### config.mk
export PLATFORM = sky130hd
export DESIGN_NAME = vga_disp_win
export DESIGN_NICKNAME = d
export VERILOG_FILES = /design/src/rtl/vga_disp_win.sv
export SDC_FILE = /design/constraint.sdc
export NUM_CORES = 1
export LEC_CHECK = 0
export CORE_AREA = 5 5 97 99
export DETAILED_ROUTE_END_ITERATION = 6
export DIE_AREA = 0 0 102 104
export GPL_ROUTABILITY_DRIVEN = 0
export HOLD_SLACK_MARGIN = 0.06
export PLACE_DENSITY = 0.66
export SYNTH_ARGS = -nofsm -noshare
export SYNTH_HDL_FRONTEND = slang
export SYNTH_SLANG_ARGS = --single-unit
### constraint.sdc
create_clock -name clk25M -period 2.8 [get_ports clk25M]
set_input_delay 0.42 -clock clk25M [delete_from_list [all_inputs] [get_ports clk25M]]
set_output_delay 0.42 -clock clk25M [all_outputs]
set_load 0.05 [all_outputs]
### src/rtl/vga_disp_win.sv
// ============================================================================
// vga_disp_win -- programmable-timing VGA raster generator with a movable,
// resizable framebuffer window.
//
// A free-running hcnt/vcnt raster (stage 0) is decoded into sync, window and
// frame-start flags. Those flags are registered once (stage 1) and then
// registered again together with the framebuffer read data (stage 2). This
// keeps sync and pixel data aligned across the one-clock RAM read.
//
// The framebuffer read address is produced by an incrementing counter, not
// by a multiply. A window pixel at counter state t presents its address on
// addr at t+1. The RAM data for that address is expected on rgb during the
// following clock, and it is captured at the edge that produces cycle t+2.
// That edge is the same one that loads the stage-1 flags for state t into
// stage 2.
//
// Ports:
//   clk25M      in   1       pixel clock
//   reset       in   1       asynchronous, active-high reset
//   rgb         in   PIX_W   framebuffer read data for the address on addr
//   addr        out  ADDR_W  framebuffer read address (registered)
//   VGA_HSYNC   out  1       horizontal sync (registered, polarity SYNC_POL)
//   VGA_VSYNC   out  1       vertical sync (registered, polarity SYNC_POL)
//   VGA_D       out  12      pixel colour {R,G,B} (registered)
//   frame_start out  1       pulse with the first active pixel of a frame
//   frame_cnt   out  16      frames started since reset, wraps at 65535
//
// Optional build macro: VGA_DISP_WIN_BORDER_EN
//   When defined, active pixels outside the window that lie in the two
//   outermost columns or rows of the active area show BORDER_COLOR.
//   Window pixels take priority over border pixels. When the macro is
//   undefined, those pixels are black and BORDER_COLOR has no effect.
// ============================================================================
module vga_disp_win #(
    parameter int          H_ACTIVE     = 640,
    parameter int          H_FP         = 16,
    parameter int          H_SYNC       = 96,
    parameter int          H_BP         = 48,
    parameter int          V_ACTIVE     = 480,
    parameter int          V_FP         = 10,
    parameter int          V_SYNC       = 2,
    parameter int          V_BP         = 33,
    parameter int          SYNC_POL     = 0,
    parameter int          WIN_X        = 192,
    parameter int          WIN_Y        = 112,
    parameter int          WIN_W        = 256,
    parameter int          WIN_H        = 256,
    parameter int          ADDR_W       = 16,
    parameter int          PIX_W        = 1,
    parameter logic [11:0] FG_COLOR     = 12'hfff,
    parameter logic [11:0] BORDER_COLOR = 12'hf00
) (
    input  logic              clk25M,
    input  logic              reset,
    input  logic [PIX_W-1:0]  rgb,
    output logic [ADDR_W-1:0] addr,
    output logic              VGA_HSYNC,
    output logic              VGA_VSYNC,
    output logic [11:0]       VGA_D,
    output logic              frame_start,
    output logic [15:0]       frame_cnt
);

    // ------------------------------------------------------------------------
    // Derived timing constants. The counter widths can hold H_TOTAL and
    // V_TOTAL themselves. A sync pulse that ends exactly at the line or frame
    // end therefore still compares correctly.
    // ------------------------------------------------------------------------
    localparam int H_TOTAL = H_ACTIVE + H_FP + H_SYNC + H_BP;
    localparam int V_TOTAL = V_ACTIVE + V_FP + V_SYNC + V_BP;
    localparam int HCW     = $clog2(H_TOTAL + 1);
    localparam int VCW     = $clog2(V_TOTAL + 1);

    localparam logic [HCW-1:0] H_LAST   = HCW'(H_TOTAL - 1);
    localparam logic [HCW-1:0] H_ACT    = HCW'(H_ACTIVE);
    localparam logic [HCW-1:0] HS_BEG   = HCW'(H_ACTIVE + H_FP);
    localparam logic [HCW-1:0] HS_END   = HCW'(H_ACTIVE + H_FP + H_SYNC);
    localparam logic [HCW-1:0] WX_BEG   = HCW'(WIN_X);
    localparam logic [HCW-1:0] WX_END   = HCW'(WIN_X + WIN_W);

    localparam logic [VCW-1:0] V_LAST   = VCW'(V_TOTAL - 1);
    localparam logic [VCW-1:0] V_ACT    = VCW'(V_ACTIVE);
    localparam logic [VCW-1:0] VS_BEG   = VCW'(V_ACTIVE + V_FP);
    localparam logic [VCW-1:0] VS_END   = VCW'(V_ACTIVE + V_FP + V_SYNC);
    localparam logic [VCW-1:0] WY_BEG   = VCW'(WIN_Y);
    localparam logic [VCW-1:0] WY_END   = VCW'(WIN_Y + WIN_H);

    localparam logic           SYNC_ON  = (SYNC_POL != 0) ? 1'b1 : 1'b0;

`ifdef VGA_DISP_WIN_BORDER_EN
    localparam logic [HCW-1:0] H_EDGE_LO  = HCW'(2);
    localparam logic [HCW-1:0] H_EDGE_HI  = HCW'(H_ACTIVE - 2);
    localparam logic [VCW-1:0] V_EDGE_LO  = VCW'(2);
    localparam logic [VCW-1:0] V_EDGE_HI  = VCW'(V_ACTIVE - 2);
    localparam logic [11:0]    EDGE_COLOR = BORDER_COLOR;
`else
    // Border disabled: the colour is masked to black, so the edge path is
    // constant and optimises away.
    localparam logic [11:0]    EDGE_COLOR = BORDER_COLOR & 12'h000;
`endif

    // ------------------------------------------------------------------------
    // Elaboration-time configuration checks
    // ------------------------------------------------------------------------
    if ((WIN_X + WIN_W > H_ACTIVE) || (WIN_Y + WIN_H > V_ACTIVE)) begin : g_err_win
        $error("vga_disp_win: window is clipped by the active area");
    end
    if ((PIX_W != 1) && (PIX_W != 12)) begin : g_err_pix
        $error("vga_disp_win: PIX_W must be 1 or 12");
    end
    if ((64'd1 << ADDR_W) < (64'(WIN_W) * 64'(WIN_H))) begin : g_err_addr
        $error("vga_disp_win: ADDR_W too small for WIN_W*WIN_H");
    end

    // ------------------------------------------------------------------------
    // Stage 0: raster counters and their decode
    // ------------------------------------------------------------------------
    logic [HCW-1:0]    r_hcnt;
    logic [VCW-1:0]    r_vcnt;
    logic [ADDR_W-1:0] r_next_addr;

    logic w_h_last;
    logic w_v_last;
    logic w_de;
    logic w_win;
    logic w_hs;
    logic w_vs;
    logic w_first;
    logic w_edge;

    // Stage-0 decode of the current raster position
    always_comb begin
        w_h_last = (r_hcnt == H_LAST);
        w_v_last = (r_vcnt == V_LAST);
        w_de     = (r_hcnt < H_ACT) && (r_vcnt < V_ACT);
        w_win    = w_de &&
                   (r_hcnt >= WX_BEG) && (r_hcnt < WX_END) &&
                   (r_vcnt >= WY_BEG) && (r_vcnt < WY_END);
        w_hs     = (r_hcnt >= HS_BEG) && (r_hcnt < HS_END);
        w_vs     = (r_vcnt >= VS_BEG) && (r_vcnt < VS_END);
        w_first  = (r_hcnt == {HCW{1'b0}}) && (r_vcnt == {VCW{1'b0}});
`ifdef VGA_DISP_WIN_BORDER_EN
        w_edge   = w_de && !w_win &&
                   ((r_hcnt < H_EDGE_LO) || (r_hcnt >= H_EDGE_HI) ||
                    (r_vcnt < V_EDGE_LO) || (r_vcnt >= V_EDGE_HI));
`else
        w_edge   = 1'b0;
`endif
    end

    // Horizontal and vertical raster counters; vcnt steps on the last
    // clock of each line.
    always_ff @(posedge clk25M or posedge reset) begin
        if (reset) begin
            r_hcnt <= {HCW{1'b0}};
            r_vcnt <= {VCW{1'b0}};
        end else if (w_h_last) begin
            r_hcnt <= {HCW{1'b0}};
            r_vcnt <= w_v_last ? {VCW{1'b0}} : (r_vcnt + VCW'(1));
        end else begin
            r_hcnt <= r_hcnt + HCW'(1);
            r_vcnt <= r_vcnt;
        end
    end

    // Framebuffer address. r_next_addr counts the window pixels already
    // scanned this frame. addr captures it on window pixels and holds it
    // everywhere else, so the RAM input stays quiet outside the window.
    always_ff @(posedge clk25M or posedge reset) begin
        if (reset) begin
            r_next_addr <= {ADDR_W{1'b0}};
            addr        <= {ADDR_W{1'b0}};
        end else begin
            if (w_h_last && w_v_last) begin
                r_next_addr <= {ADDR_W{1'b0}};
            end else if (w_win) begin
                r_next_addr <= r_next_addr + ADDR_W'(1);
            end else begin
                r_next_addr <= r_next_addr;
            end
            if (w_win) begin
                addr <= r_next_addr;
            end else begin
                addr <= addr;
            end
        end
    end

    // ------------------------------------------------------------------------
    // Stage 1: registered decode, one clock behind the counters. This is the
    // same latency as addr.
    // ------------------------------------------------------------------------
    logic r_hs1;
    logic r_vs1;
    logic r_win1;
    logic r_first1;
    logic r_edge1;

    // Stage-1 flag registers
    always_ff @(posedge clk25M or posedge reset) begin
        if (reset) begin
            r_hs1    <= 1'b0;
            r_vs1    <= 1'b0;
            r_win1   <= 1'b0;
            r_first1 <= 1'b0;
            r_edge1  <= 1'b0;
        end else begin
            r_hs1    <= w_hs;
            r_vs1    <= w_vs;
            r_win1   <= w_win;
            r_first1 <= w_first;
            r_edge1  <= w_edge;
        end
    end

    // ------------------------------------------------------------------------
    // Stage 2: pixel colour selection and output registers
    // ------------------------------------------------------------------------
    logic [11:0] w_pix;
    logic [11:0] w_d;

    if (PIX_W == 1) begin : g_mono
        // Monochrome framebuffer: one bit selects the foreground colour
        assign w_pix = rgb[0] ? FG_COLOR : 12'h000;
    end else begin : g_colour
        assign w_pix = rgb;
    end

    // Colour priority: window, then screen-edge border, otherwise black.
    // Blanking is never inside the window or the border, so it stays black.
    always_comb begin
        w_d = 12'h000;
        if (r_win1) begin
            w_d = w_pix;
        end else if (r_edge1) begin
            w_d = EDGE_COLOR;
        end else begin
            w_d = 12'h000;
        end
    end

    // Output registers; frame_cnt steps together with frame_start
    always_ff @(posedge clk25M or posedge reset) begin
        if (reset) begin
            VGA_HSYNC   <= ~SYNC_ON;
            VGA_VSYNC   <= ~SYNC_ON;
            VGA_D       <= 12'h000;
            frame_start <= 1'b0;
            frame_cnt   <= 16'h0000;
        end else begin
            VGA_HSYNC   <= r_hs1 ? SYNC_ON : ~SYNC_ON;
            VGA_VSYNC   <= r_vs1 ? SYNC_ON : ~SYNC_ON;
            VGA_D       <= w_d;
            frame_start <= r_first1;
            frame_cnt   <= r_first1 ? (frame_cnt + 16'd1) : frame_cnt;
        end
    end

endmodule

==> key figures, run 1 <==
Status
  • Status: completed

Finish
  • Layout cells sized above 1: roughly 15%
  • Area delta synth->final: 19.41%
  • Layout net count: 383
  • Final Instance Area: 4373 sq um
  • # diodes: 0

Logic synthesis
  • Synth Flop Type: dfrtp_1
  • Sequential area share after synthesis: 52.00%
  • Synth Register Bits: 76
  • Number of synthesized flops with an enable pin: 0
  • Cell area after synthesis: 3662 sq um
  • Post-synth cell types: between 40 and 50
  • Synth warnings: 0
  • Syn nets: 342
  • Syn Area/Cell: 11.00 sq um
  • Mapped Cells: 333
  • Share of synthesized registers carrying an async set or reset: between 90% and 100%

Timing
  • Pins Over Slew Limit: 0
  • Setup-failing EPs final: 0
  • Final period util: 77.84%
  • Final min period: 2.179 ns
  • Slew HR: 55.32%
  • Worst hold slack: 0.2956 ns
  • Clk_skew: 0.01076 ns
  • Setup TNS: 0 ns
  • RSZ-0062 raised after global routing: no
  • FMAX: 0.4588 GHz
  • Final hold violations: 0
  • Slew @ Worst Pin: 0.6695 ns

Global routing
  • GRT Total Usage: around 14%
  • Initial antenna violation count: 0
  • Vias in the first global route: 2513
  • GRT overflow: 0
  • Largest net degree at the start of global routing: 43
  • First-pass GRT wire length: about 12000 um

Critical path
  • CP arrival: 2.39 ns
  • Type of the worst setup path: reg2reg
  • Reg2reg setup slack: 0.62 ns
  • Startpoint types: flop
  • Critical Path Fanout Max: 15
  • Critical path data required time: 3.01 ns
  • Setup crit end kind: flop

Drt
  • # DRC: 0
  • DR pass1 iterations: 4
  • Total wire length: 7023 um
  • Final ANT Viol Nets: 0
  • Routed vias/inst: 5.370
  • Via count: roughly 2600
  • Wirelength per Cell: 14.42 um
  • Detailed Route Iter0 Violations: 117

Clocking
  • Resize count post-CTS: 0
  • Root buf cell: clkbuf_8
  • Clk Latency, worst-skew pair: 0.35 ns
  • CTS H-tree depth: 3
  • Clk buf depth: 2
  • Sink Count: 76
  • CTS buffer count: 9
  • CTS tree: yes
  • # hold bufs at CTS: 0
  • Postcts setup bufs: 0
  • Clock Pin Slew Worst Setup and Hold Paths: approximately 0.080 ns

Placement
  • Dpl cell area: 4172 sq um
  • Detailed Place HPWL: 4876 um
  • IO buf count: 49

Floorplan
  • IO Count: 50
  • Initial Util: between 40 and 50%
  • Core box area: between 8000 and 9000 sq um
  • Die W: between 100 and 150 um
  • Cell Rows: 34
  • Die height: 104 um
  • Die area: 10610 sq um

Worst hold path
  • Type of the worst min-delay path: in2async

Flow run
  • Maxcap violations: 0

Power
  • Peak supply drop: 195.4 uV
  • PwrDens: 451.3 nW/um^2
  • Leak: 1.836 nW
cell usage in the layout (no fill, tap or decap), drive strengths merged, types with 9 or more instances in the layout:
cell and count:
clkbuf 10, nor2 17, nand2 19, xor2 11, xnor2 14, clkdlybuf4s50 49, inv 14, o21ai 11
o31ai 11, or4 11, nand3 20, mux2 17, a21oi 15, nor3 9, dfrtp 74, nand4 13
critical path, stage by stage, from the launching register on:
cell	delay, ns
dfrtp_1	0.41
ha_1	0.20
nand3_1	0.23
or3_4	0.54
nor2_2	0.57
nor2_1	0.10
registers in the layout (all words and copies together) (netlist names):
signal / count
VGA_D: 1
r_vs1: 1
addr: 16
frame_start: 1
VGA_VSYNC: 1
r_next_addr: 16
VGA_HSYNC: 1
r_hs1: 1
r_vcnt: 10
r_hcnt: 10
r_first1: 1
frame_cnt: 16
r_win1: 1
power by group:
| group | leakage [nW] | switching [mW] | internal (mW) | total [mW] |
|---|---|---|---|---|
| clock | 0.0983 | 0.415 | 0.434 | 0.849 |
| combinational | 0.702 | 0.0214 | 0.00633 | 0.0278 |
| sequential | 1.04 | 0 | 1.10 | 1.10 |
stage by stage:
stage | utilization (%) | total power [mW] | cells | setup slack (ns)
5_1_grt | 51.66 | 2.050 | 487 | 0.4986
6_report | 51.66 | 1.974 | 487 | 0.6205
2_1_floorplan | - | 1.134 | 333 | 0.4450
3_5_place_dp | 49.28 | 1.149 | 471 | 0.6153
3_3_place_gp | 49.28 | 1.148 | 471 | 0.6737
4_1_cts | 51.66 | 1.995 | 487 | 0.5929
area by class of cell:
type	instances	area [sq um]
clock buffer	10	137.6
clock inverter	6	63.81
fill	784	4093
inverter	14	52.55
multi-input combinational	218	1531
sequential	76	1904
tap	108	135.1
timing repair buffer	55	548.0
cells by family (layout without fill, tap and decap cells):
| kind of cell | after synthesis | count (layout) | share of synthesized area [%] |
|---|---|---|---|
| xor gates and xnor gates | 25 | 25 | 5.979 |
| DFF | 76 | 76 | 52.00 |
| adders and majority gates | 6 | 6 | 2.050 |
| AOI/OAI and AO/OA | 46 | 46 | 8.234 |
| muxes | 21 | 21 | 6.320 |
| and+or+nand+nor | 120 | 120 | 19.23 |
| buffers and inverters | 39 | 85 | 6.184 |
metal layers:
layer	routed length (um)	GRT usage [%]
met5	0	0
met4	64	4.780
met2	3215	21.12
met1	3382	20.23
met3	360	3.622
synth_stat cells (2+ instances only):
cell / instances / area (sq um)
a21oi_1: 14 / 70.07
nand2_1: 19 / 71.32
buf_6: 3 / 33.78
and2_1: 3 / 18.77
or3_1: 3 / 18.77
nor2_2: 2 / 12.51
or4_1: 10 / 75.07
nand3_1: 20 / 100.1
dfstp_2: 2 / 52.55
a21o_1: 2 / 15.01
mux2i_1: 4 / 40.04
buf_2: 2 / 10.01
xnor2_1: 14 / 122.6
nor2_1: 15 / 56.30
ha_1: 6 / 75.07
nand4_1: 13 / 81.33
and4_1: 5 / 43.79
or2_2: 2 / 12.51
dfrtp_1: 74 / 1852
mux2_2: 17 / 191.4
inv_1: 14 / 52.55
nor4_1: 4 / 25.02
and3_1: 5 / 31.28
nor3_2: 3 / 30.03
nand2b_1: 2 / 12.51
buf_4: 14 / 105.1
nor3_1: 6 / 30.03
clkbuf_1: 4 / 15.01
o21ai_0: 11 / 55.05
clkbuf_2: 2 / 10.01
o31ai_1: 11 / 82.58
xor2_1: 11 / 96.34
final timing paths:
path / from / endpoint / cells past startpoint
min in group clk25M: r_hs1$_DFF_PP0_ / VGA_HSYNC$_DFF_PP1_ / 1
worst max-delay path: r_hcnt[0]$_DFF_PP0_ / r_vcnt[3]$_DFFE_PP0N_ / 5
worst max register to register: r_hcnt[0]$_DFF_PP0_ / r_vcnt[3]$_DFFE_PP0N_ / 5
worst min register to register: r_hs1$_DFF_PP0_ / VGA_HSYNC$_DFF_PP1_ / 1
max in group asynchronous: reset / VGA_HSYNC$_DFF_PP1_ / 3
worst min-delay path: reset / addr[4]$_DFFE_PP0P_ / 2
Power figures use the tool's default switching activity.
==> run 2, diff against run 1 <==
--- a/config.mk
+++ b/config.mk
@@ -10,7 +10,7 @@
 export DIE_AREA = 0 0 102 104
 export GPL_ROUTABILITY_DRIVEN = 0
 export HOLD_SLACK_MARGIN = 0.06
-export PLACE_DENSITY = 0.66
+export PLACE_DENSITY = 0.69
 export SYNTH_ARGS = -nofsm -noshare
 export SYNTH_HDL_FRONTEND = slang
 export SYNTH_SLANG_ARGS = --single-unit
==> constraint.sdc (replaced) <==
create_clock -name clk25M -period 1.9 [get_ports clk25M]
set_input_delay 0.285 -clock clk25M [delete_from_list [all_inputs] [get_ports clk25M]]
set_output_delay 0.285 -clock clk25M [all_outputs]
set_load 0.05 [all_outputs]
==> run 2 against run 1 <==
Net effect: worst setup slack got worse by 0.56 ns; core utilization rose by 2.8 points; non-clock buffer count rose by 19; sequential power rose by 47%; clock power rose by 74%; count of clock-buffer cells in the layout did not move; total power rose by 59%; via count rose by 4.1%; clock skew fell by 0.0011 ns; wire length rose by 2.6%; combinational power rose by 62%; cell area rose by 5.4%; critical path type is now reg2out; largest power group unchanged; highest routed layer unchanged.
==> key figures, run 2 (same netlist as run 1, synthesis figures left out) <==
Status
  • Status: completed

Clocking
  • Postcts setup bufs: 0 (unchanged)
  • Clk Latency, worst-skew pair: 0.36 ns (about the same)
  • CTS tree: yes
  • CTS buffer count: 9 (unchanged)
  • Clock Pin Slew Worst Setup and Hold Paths: 0.08 ns (about the same)
  • Sink Count: 76 (unchanged)
  • CTS H-tree depth: 3 (unchanged)
  • Clk buf depth: 2 (unchanged)
  • Root buf cell: clkbuf_8

Placement
  • IO buf count: 49 (unchanged)
  • Pre-CTS setup slack: 0.03667 ns (-0.5786 ns)
  • Dpl cell area: 4318 sq um (+3.5%)
  • Placed insts: 490 (+4.0%)
  • Detailed Place HPWL: 5156 um (+5.7%)

Timing
  • FMAX: 0.5450 GHz
  • Final period util: 96.57%
  • Final min period: between 1.5 and 2 ns
  • Setup TNS: 0 ns (unchanged)
  • PnR worst setup slack: 0.06524 ns (-0.5553 ns)
  • Pins Over Slew Limit: 0 (unchanged)
  • Slew HR: 65.47% (+10 points)
  • Setup-failing EPs final: 0 (unchanged)
  • Final hold violations: 0 (unchanged)
  • Clk_skew: 0.009649 ns (-0.001110 ns)
  • Slew @ Worst Pin: 0.5164 ns (-0.1532 ns)
  • RSZ-0062 raised after global routing: no

Worst hold path
  • Type of the worst min-delay path: in2async

Drt
  • Routed vias/inst: 5.379 (+0.18%)
  • Met1 Routed Length: 3255 um (-3.8%)
  • Via count: 2722 (+4.1%)
  • # DRC: 0 (unchanged)
  • Detailed Route Iter0 Violations: 147 (+26%)
  • Highest Signal Layer: met4
  • Total wire length: 7208 um (+2.6%)
  • WL met2: 3401 um (+5.8%)
  • DR pass1 iterations: 4 (unchanged)
  • Final ANT Viol Nets: 0 (unchanged)
  • Wirelength per Cell: 14.25 um (-1.2%)
  • Met3 WL: 426 um (+18%)

Global routing
  • First-pass GRT wire length: 12540 um (+1.5%)
  • Initial antenna violation count: 0 (unchanged)
  • Vias in the first global route: 2629 (+4.6%)
  • GRT Total Usage: 14.64% (+0.40 points)
  • Largest net degree at the start of global routing: 42 (-2.3%)
  • GRT overflow: 0 (unchanged)

Critical path
  • Family with the most delay on the worst path: buffers and inverters
  • Critical path data required time: 1.62 ns (-1.39 ns)
  • CP arrival: 1.55 ns (-0.84 ns)
  • Type of the worst setup path: reg2out
  • Startpoint types: flop
  • CP cell instances: clkdlybuf4s50_1
  • CP max stage cell: clkdlybuf4s50_1
  • Buffers & Inverters on Critical Path: 1 (+1)
  • Setup crit end kind: primary output
  • Critical Path Fanout Max: 3 (-12)
  • Largest stage delay, worst path: 0.82 ns (+0.25 ns)

Floorplan
  • Cell Rows: 34 (unchanged)
  • IO Count: 50 (unchanged)
  • Die W: 102 um (unchanged)
  • Die height: 104 um (unchanged)
  • Core box area: 8466 sq um (unchanged)
  • Die area: 10610 sq um (unchanged)
  • Initial Util: 43.26% (unchanged)

Power
  • Pint: 2.504 mW (+63%)
  • Clock power frac: 47.2% (+4.2 points)
  • Peak supply drop: 374.8 uV (+92%)
  • Seq pwr share: 51.4% (-4.2 points)
  • Comb power frac: 1.4% (about the same)
  • Leak: 2.155 nW (+17%)
  • PwrDens: 681.9 nW/um^2 (+51%)
  • P_sw: 0.6400 mW (+47%)
  • Switching part of the total: 20.36% (-1.8 points)

Finish
  • Fill count: 747 (-4.7%)
  • Layout net count: 402 (+5.0%)
  • Most common cell after layout, fill and taps aside: dfrtp_1
  • # diodes: 0 (unchanged)
  • Layout cells sized above 1: 23.37% (+8.6 points)
  • Area delta synth->final: 25.90%
  • Top flop regs: addr (16), frame_cnt (16), r_next_addr (16)
  • Final Instance Area: 4611 sq um (+5.4%)
  • Leading cell types in the layout, fill and taps excluded: dfrtp_1 (73), buf_4 (36), clkdlybuf4s50_1 (22), nand2_1 (19), nand3_1 (19)
  • Non-Filler Instances: 506 (+3.9%)

Flow run
  • Maxcap violations: 0 (unchanged)
## run 2: cell types whose count changed in the layout (fill, tap and decap cells not counted), sizes merged
| cell | change |
|---|---|
| buf | +34 |
| clkdlybuf4s50 | -27 |
| dlymetal6s2s | +7 |
| dlygate4sd2 | +5 |
| bufinv | +2 |
| clkinv | -2 |
## run 2: power by group through the flow
stage	Sequential, mW	Combinational (mW)	Clock (mW)
2_1_floorplan	1.65	0.0240	0
3_3_place_gp	1.65	0.0479	0
3_5_place_dp	1.65	0.0483	0
4_1_cts	1.62	0.0485	1.51
5_1_grt	1.62	0.0540	1.59
6_report	1.62	0.0451	1.48
## run 2: timing repair
action | in CTS | in global routing
pin swaps | 0 | 2
endpoints found under the setup margin | 6 | 27
gates cloned | 0 | 0
hold endpoints to repair | 0 | 0
hold buffers | 0 | 0
resized for setup | 6 | 13
## run 2: final cells by class
cell class              count  area [sq um]  area share (%)
clock buffers              10         127.6           2.768
clock inverters             6         111.4           2.415
inverters                  14         56.30           1.221
multi-input cells         218          1573           34.11
flip-flops and latches     76          1906           41.33
well taps                 108         135.1           2.931
repair buffers             74         701.9           15.22
## run 2: path summary, 6_finish.rpt
check,end,slack [ns],cells after the start,startpoint
setup / recovery,frame_cnt[14],0.07,1,frame_cnt[14]$_DFFE_PP0P_
hold / removal,r_next_addr[5]$_DFFE_PP0P_,0.35,3,reset
setup reg to reg,r_next_addr[9]$_DFFE_PP0P_,0.12,5,r_hcnt[7]$_DFF_PP0_
hold reg to reg,VGA_HSYNC$_DFF_PP1_,0.36,1,r_hs1$_DFF_PP0_
max in group asynchronous,VGA_VSYNC$_DFF_PP1_,1.26,3,reset
min in group clk25M,VGA_HSYNC$_DFF_PP1_,0.36,1,r_hs1$_DFF_PP0_
## run 2: metrics by stage
| step | power (mW) | utilization, % | hold slack [ns] |
|---|---|---|---|
| 2_1_floorplan | 1.672 | - | 0.3367 |
| 3_3_place_gp | 1.696 | 51.01 | 0.3515 |
| 3_5_place_dp | 1.696 | 51.01 | 0.3459 |
| 4_1_cts | 3.176 | 53.84 | 0.3614 |
| 5_1_grt | 3.257 | 54.46 | 0.3704 |
| 6_report | 3.144 | 54.46 | 0.3536 |
## run 2: per-layer routing
| layer | global-route usage (%) | up-vias |
|---|---|---|
| li1 | - | 1305 |
| met1 | 19.73 | 1322 |
| met2 | 22.98 | 78 |
| met3 | 3.823 | 17 |
| met4 | 4.499 | 0 |
| met5 | 0 | - |
==> run 3, diff against run 2 <==
--- a/config.mk
+++ b/config.mk
@@ -6,6 +6,7 @@
 export NUM_CORES = 1
 export LEC_CHECK = 0
 export CORE_AREA = 5 5 97 99
+export CTS_BUF_LIST = sky130_fd_sc_hd__clkbuf_4 sky130_fd_sc_hd__clkbuf_8 sky130_fd_sc_hd__clkbuf_16
 export DETAILED_ROUTE_END_ITERATION = 6
 export DIE_AREA = 0 0 102 104
 export GPL_ROUTABILITY_DRIVEN = 0
==> run 3 against run 2 <==
Net effect: flip-flop and latch count is the same; cell count unchanged; largest cell class unchanged; critical path depth did not move; critical path type unchanged; largest power group unchanged; cell area about the same; critical endpoint unchanged.
==> key figures, run 3 (same netlist as run 1, synthesis figures left out) <==
Clocking
  • # hold bufs at CTS: 0 (unchanged)
  • Sink Count: 76 (unchanged)
  • Clk Latency, worst-skew pair: 0.36 ns (about the same)
  • CTS H-tree depth: 3 (unchanged)
  • CTS buffer count: 9 (unchanged)
  • Root buf cell: clkbuf_8
  • Postcts setup bufs: 0 (unchanged)
  • CTS tree: yes
  • Clk buf depth: 2 (unchanged)
  • Clock Pin Slew Worst Setup and Hold Paths: 0.08 ns (about the same)

Critical path
  • Reg2reg setup slack: 0.12 ns (about the same)
  • Critical Path Fanout Max: 3 (unchanged)
  • Startpoint types: flop
  • CP max stage cell: clkdlybuf4s50_1
  • Largest stage delay, worst path: 0.82 ns (about the same)
  • Family with the most delay on the worst path: buffers and inverters
  • Type of the worst setup path: reg2out
  • Critical path data required time: 1.62 ns (about the same)
  • CP arrival: 1.55 ns (about the same)
  • CP cell instances: clkdlybuf4s50_1
  • Setup crit end kind: primary output
  • Buffers & Inverters on Critical Path: 1 (unchanged)

Drt
  • Final ANT Viol Nets: 0 (unchanged)
  • # DRC: 0 (unchanged)
  • Routed vias/inst: 5.379 (unchanged)
  • Detailed Route Iter0 Violations: 147 (unchanged)
  • DR pass1 iterations: 4 (unchanged)
  • Wirelength per Cell: 14.25 um (unchanged)
  • Met3 WL: 426 um (unchanged)
  • Total wire length: 7208 um (unchanged)
  • WL met2: 3401 um (unchanged)
  • Highest Signal Layer: met4
  • Via count: 2722 (unchanged)
  • Met1 Routed Length: 3255 um (unchanged)

Finish
  • Most common cell after layout, fill and taps aside: dfrtp_1
  • Final Instance Area: 4614 sq um (about the same)
  • # diodes: 0 (unchanged)
  • Top flop regs: addr (16), frame_cnt (16), r_next_addr (16)
  • Storage cell area: 1906 sq um (unchanged)
  • Fill count: 747 (unchanged)
  • Area occupied by multi-input gates: 1573 sq um (unchanged)
  • Layout net count: 402 (unchanged)
  • Non-Filler Instances: 506 (unchanged)
  • Fin util: 54.51% (about the same)
  • Layout cells sized above 1: 23.62% (+0.25 points)
  • Leading cell types in the layout, fill and taps excluded: dfrtp_1 (73), buf_4 (36), clkdlybuf4s50_1 (22), nand2_1 (19), nand3_1 (19)
  • Area delta synth->final: 26.00% (about the same)

Status
  • Status: completed

Floorplan
  • Initial Util: 43.26% (unchanged)
  • Die W: 102 um (unchanged)
  • Cell Rows: 34 (unchanged)
  • Die area: 10610 sq um (unchanged)
  • Die height: 104 um (unchanged)
  • Core box area: 8466 sq um (unchanged)
  • IO Count: 50 (unchanged)

Worst hold path
  • Type of the worst min-delay path: in2async

Timing
  • RSZ-0062 raised after global routing: no
  • Final period util: 96.57% (unchanged)
  • Setup-failing EPs final: 0 (unchanged)
  • Final hold violations: 0 (unchanged)
  • Setup TNS: 0 ns (unchanged)
  • Pins Over Slew Limit: 0 (unchanged)
  • Worst hold slack: 0.3537 ns (+0.00004300 ns)
  • FMAX: 0.5450 GHz (unchanged)
  • Slew HR: 65.47% (unchanged)
  • Clk_skew: 0.009618 ns (-0.00003115 ns)
  • Final min period: 1.835 ns (unchanged)
  • Slew @ Worst Pin: 0.5164 ns (unchanged)

Global routing
  • GRT overflow: 0 (unchanged)
  • GRT Total Usage: 14.64% (unchanged)
  • First-pass GRT wire length: 12540 um (unchanged)
  • Initial antenna violation count: 0 (unchanged)
  • Largest net degree at the start of global routing: 42 (unchanged)
  • Vias in the first global route: 2629 (unchanged)

Power
  • Leak: 2.159 nW (+0.16%)
  • PwrDens: 684.4 nW/um^2 (+0.37%)
  • Peak supply drop: 374.8 uV (about the same)

Flow run
  • Maxcap violations: 0 (unchanged)

Placement
  • Dpl cell area: 4318 sq um (unchanged)
  • Placed insts: 490 (unchanged)
  • IO buf count: 49 (unchanged)
  • Detailed Place HPWL: 5156 um (unchanged)
run 3: cell count changes in the layout (fill, tap and decap cells not counted):
cell      change
clkbuf_1      -1
clkbuf_4      +1
run 3: area by class of cell:
cell class	count	share of cell area, %
tap	108	2.928
clock inverter	6	2.413
inverter	14	1.220
timing repair buffer	74	15.21
multi-input combinational	218	34.08
sequential	76	41.30
clock buffer	10	2.847
run 3: power by group:
part,switching (mW),internal [mW]
Sequential,0,1.62
Clock,0.607,0.889
Combinational,0.0326,0.0125
run 3: routing by layer:
| layer | vias up | track usage (%) |
|---|---|---|
| met5 | - | 0 |
| met1 | 1322 | 19.73 |
| met3 | 17 | 3.823 |
| met2 | 78 | 22.98 |
| li1 | 1305 | - |
| met4 | 0 | 4.499 |
run 3: stage by stage:
stage,power [mW],worst slack [ns]
3_5_place_dp,1.696,0.03667
6_report,3.158,0.06524
5_1_grt,3.272,0.01396
3_3_place_gp,1.696,0.03799
2_1_floorplan,1.672,0.1026
4_1_cts,3.191,0.0008827
run 3: path summary, 6_finish.rpt:
kind	cells past startpoint	endpoint	startpoint
hold / removal	3	r_next_addr[5]$_DFFE_PP0P_	reset
setup reg to reg	5	r_next_addr[9]$_DFFE_PP0P_	r_hcnt[7]$_DFF_PP0_
max in group asynchronous	3	VGA_VSYNC$_DFF_PP1_	reset
min in group clk25M	1	VGA_HSYNC$_DFF_PP1_	r_hs1$_DFF_PP0_
setup / recovery	1	frame_cnt[14]	frame_cnt[14]$_DFFE_PP0P_
hold reg to reg	1	VGA_HSYNC$_DFF_PP1_	r_hs1$_DFF_PP0_
run 3: what timing repair did:
item / in CTS / in global routing
endpoints found under the setup margin: 6 / 27
resized for setup: 6 / 13
cloned: 0 / 0
pin swaps: 0 / 2
